## config.mk

```make
export PLATFORM = sky130hd
export DESIGN_NAME = multi_cycle_adder
export DESIGN_NICKNAME = d
export VERILOG_FILES = /design/src/rtl/multi_cycle_adder.sv
export SDC_FILE = /design/constraint.sdc
export NUM_CORES = 1
export LEC_CHECK = 0
export CAP_MARGIN = 30
export CORE_MARGIN = 4
export CORE_UTILIZATION = 40
export CTS_CLUSTER_SIZE = 24
export DETAILED_ROUTE_END_ITERATION = 12
export PLACE_DENSITY_LB_ADDON = 0.05
export REMOVE_ABC_BUFFERS = 1
export SKIP_LAST_GASP = 1
export SYNTH_ARGS = -nofsm -noshare
export SYNTH_HDL_FRONTEND = slang
export SYNTH_SLANG_ARGS = --single-unit
export TNS_END_PERCENT = 30
```

## constraint.sdc

```tcl
create_clock -name clk -period 4.4 [get_ports clk]
set_input_delay 0.88 -clock clk [delete_from_list [all_inputs] [get_ports clk]]
set_output_delay 0.88 -clock clk [all_outputs]
set_load 0.02 [all_outputs]
```

## src/rtl/multi_cycle_adder.sv

```systemverilog
// multi_cycle_adder: WIDTH-bit add/subtract evaluated CHUNK bits per clock, with
// the inter-chunk carry held in a register. Valid/ready handshakes on both sides.
module multi_cycle_adder #(
  parameter int WIDTH = 16,
  parameter int CHUNK = 4
) (
  input  logic             clk,
  input  logic             rst_n,
  input  logic             in_valid,
  output logic             in_ready,
  input  logic [WIDTH-1:0] x,
  input  logic [WIDTH-1:0] y,
  input  logic             cin,
  input  logic             sub,
  output logic             out_valid,
  input  logic             out_ready,
  output logic [WIDTH-1:0] s,
  output logic             cout,
  output logic             overflow
);

  localparam int NCH = WIDTH / CHUNK;
  localparam int CW  = (NCH > 1) ? $clog2(NCH) : 1;
  localparam logic [CW-1:0] LAST = CW'(NCH - 1);

  typedef enum logic [1:0] {IDLE, RUN, DONE} state_t;

  state_t           r_state;
  state_t           w_next;
  logic [WIDTH-1:0] r_x;
  logic [WIDTH-1:0] r_y;
  logic [WIDTH-1:0] r_s;
  logic             r_carry;
  logic             r_cout;
  logic             r_ovf;
  logic [CW-1:0]    r_cnt;
  logic [CHUNK-1:0] w_xc;
  logic [CHUNK-1:0] w_yc;
  logic [CHUNK:0]   w_sum;
  logic             w_last;
  logic             w_accept;
  logic             w_msb_cin;

  always_ff @(posedge clk or negedge rst_n) begin
    if (!rst_n) begin
      r_state <= IDLE;
    end else begin
      r_state <= w_next;
    end
  end

  always_comb begin
    w_next    = r_state;
    in_ready  = 1'b0;
    out_valid = 1'b0;
    case (r_state)
      IDLE: begin
        in_ready = 1'b1;
        if (in_valid) w_next = RUN;
      end
      RUN: begin
        if (w_last) w_next = DONE;
      end
      DONE: begin
        out_valid = 1'b1;
        if (out_ready) w_next = IDLE;
      end
      default: w_next = IDLE;
    endcase
  end

  assign w_accept = (r_state == IDLE) && in_valid;
  assign w_last   = (r_cnt == LAST);

  assign w_xc  = r_x[r_cnt*CHUNK +: CHUNK];
  assign w_yc  = r_y[r_cnt*CHUNK +: CHUNK];
  assign w_sum = {1'b0, w_xc} + {1'b0, w_yc} + {{CHUNK{1'b0}}, r_carry};

  // Carry into the top bit of the chunk; only meaningful on the final chunk.
  assign w_msb_cin = w_xc[CHUNK-1] ^ w_yc[CHUNK-1] ^ w_sum[CHUNK-1];

  always_ff @(posedge clk or negedge rst_n) begin
    if (!rst_n) begin
      r_x     <= '0;
      r_y     <= '0;
      r_s     <= '0;
      r_carry <= 1'b0;
      r_cout  <= 1'b0;
      r_ovf   <= 1'b0;
      r_cnt   <= '0;
    end else if (w_accept) begin
      // Subtraction is folded in here: invert y and turn cin into the +1.
      r_x     <= x;
      r_y     <= y ^ {WIDTH{sub}};
      r_carry <= cin ^ sub;
      r_cnt   <= '0;
    end else if (r_state == RUN) begin
      r_s[r_cnt*CHUNK +: CHUNK] <= w_sum[CHUNK-1:0];
      r_carry                   <= w_sum[CHUNK];
      if (w_last) begin
        r_cout <= w_sum[CHUNK];
        r_ovf  <= w_msb_cin ^ w_sum[CHUNK];
        r_cnt  <= '0;
      end else begin
        r_cnt <= r_cnt + 1'b1;
      end
    end
  end

  assign s        = r_s;
  assign cout     = r_cout;
  assign overflow = r_ovf;

endmodule
```

==> out/qor.yml <==
hold_violations: 0
dp_hpwl_mm: 3.92
worst_hold_slack_ns: 0.480
slew_violations: 0
synth_area_um2: 2640
numPortBuffers: 57
dr.first_iter.drc_count: 77
diodes: 0
startpoint_type: "flip-flop"
crit_path_end_kind: "flip-flop"
syn_avg_cell_area_um2: 11.0
nNetsFinal: 344
hold_start: "r_x[3]"
cts_sinks: 55
routed_wirelength_mm: 5.26
ant_nets: 0
grt_setup_unrepaired: "no"
first_global_vias: 1788
yosys_warnings: 0
placed_area_um2: 3270
globalRouteMet2Util_pct: 23.6
tritoncts: "yes"
grtUsageTotal_pct: 14.2
clkTransAtPathRegs_ns: 0.10
final_common_cell: "nand2_1"
cts_resized: 0
fill_cells: 608
fin_crit_ns: 2.82
synth_seq_cells: 55
cts_buffers: 5
yosysUniqueCellTypes: 31
antenna_found_initial: 0
seq_area_frac_synth_pct: 52.1
cap_violations: 0
grt-busiest-layer: "met2"
drive_gt1_share_pct: 8.78
clock_path_buffers: 2
p_leak_nw: 1.54
rr_startpoint: "r_cnt[0]"
ios: 58
ctsHoldBuffers: 0
grt_max_degree: 53
reg2reg_depth: 8
grt_pass1_wl_mm: 8.69
r2r_end: "overflow"
gp_congestion: 0.728
power_density_nw_per_um2: 723
r2r_slack_ns: 1.58
drc_errors: 0
fin_skew_ns: 0.00962
vdd_drop_max_mv: 0.346
holdPathStages: 2
core-area_um2: 6390
design.die.area_um2: 7970
hold_end: "r_x[3]"
layout_common_cells: "nand2_1 (74), clkdlybuf4s50_1 (56), dfrtp_1 (55)"
grt_use_met1_pct: 19.1
cts_setup_buffers: 0
setup_violations: 0
rows: 29
syn_inst: 240
status: "finished, final reports clean"
use_met3_pct: 3.13
htreeDepth: 2
vias: 1821
area.growth.synth_to_final_pct: 28.1
final_area_um2: 3390
min_path_type: "flip-flop to flip-flop"
synthFlopType: "dfrtp_1"
dr.pass1.iters: 4
clkLatencyLatePin_ns: 0.30
synthArstFlopShare_pct: 100
via_per_inst: 4.88
wl_per_cell_um: 14.1
cp.required_ns: 4.59
arrival_ns: 3.01
finalCritPeriodShare_pct: 64.2
initial_utilization_pct: 41.4
setup_tns_ns: 0
crit_type: "flip-flop to flip-flop"
slew_headroom_pct: 35.0
die_y_um: 89.3
worst_pin_slew_ns: 0.972
synth-edff-count: 0
grt-ovfl-total: 0
fp.dieW_um: 89.3
cp_max_fo: 16
root_buffer: "clkbuf_8"
power_mw: 2.45
timing.fmax_mhz: 354
worst max-delay path, stage by stage, from the launching register on:
cell and delay, ns:
dfrtp_1 0.33, buf_4 0.28, mux4_2 0.56, fa_1 0.44, fa_1 0.43, a21o_1 0.19
a21oi_1 0.25, xnor2_1 0.15, o21ai_0 0.08
synthesized netlist by cell type, types with 3 or more instances:
cell	n	area share, %
a22o_1	15	5.0
nand2_1	74	11
buf_2	5	0.95
ha_1	9	4.3
xnor2_1	19	6.3
inv_1	3	0.43
dfrtp_1	55	52
o21ai_0	21	4.0
mux4_2	8	6.8
clkbuf_1	5	0.71
state kept, by name, summed over array words and instances (netlist names):
signal,flops
overflow,1
r_x,16
s,16
r_y,16
r_state,2
r_carry,1
r_cnt,2
cout,1
worst max path at each step:
stage | start | endpoint | slack, ns | cells after the start
floorplan | r_cnt[0] | overflow | 1.46 | 7
global route | r_cnt[0] | overflow | 1.41 | 8
CTS | r_cnt[0] | overflow | 1.57 | 8
detailed placement | r_cnt[0] | overflow | 1.57 | 8
global placement | r_cnt[0] | overflow | 1.62 | 8
finish | r_cnt[0] | overflow | 1.58 | 8
where the power goes:
part	switching, mW	leakage (nW)	internal (mW)
clock network	0.159	0.0612	0.184
registers	0.131	0.705	0.714
logic	0.698	0.770	0.562
total	0.988	1.54	1.46
stage by stage:
step | setup WS, ns | std cells | util [%]
after global placement | 1.62 | 365 | 51.2
after global routing | 1.41 | 373 | 53.0
after detailed placement | 1.57 | 365 | 51.2
final | 1.58 | 373 | 53.0
after floorplan | 1.46 | 228 | -
after CTS | 1.57 | 373 | 53.0
cells by family (layout without fill, tap and decap cells):
group                      after synthesis  in the layout  synth area share (%)
AOI/OAI and AO/OA                       43             43                  10.8
xor gates and xnor gates                20             20                  6.63
adders and majority gates               11             11                  5.77
buffers and inverters                   15             71                  2.65
DFF                                     55             55                  52.1
muxes                                    8              8                  6.81
and+or+nand+nor                         88             88                  15.3
layer usage:
metal / part of all wire [%] / up-vias
met5: 0 / -
met4: 0.84 / 0
met3: 4.6 / 4
met2: 49 / 39
met1: 46 / 855
li1: - / 923
cell type report:
| type | instances | area, µm² | area share [%] |
|---|---|---|---|
| sequential | 55 | 1380 | 40.6 |
| multi-input combinational | 170 | 1200 | 35.4 |
| timing repair buffer | 60 | 588 | 17.4 |
| tap | 77 | 96.3 | 2.84 |
| clock buffer | 6 | 82.6 | 2.44 |
| clock inverter | 2 | 35.0 | 1.03 |
| inverter | 3 | 11.3 | 0.332 |
(Power assumes the default switching activity.)
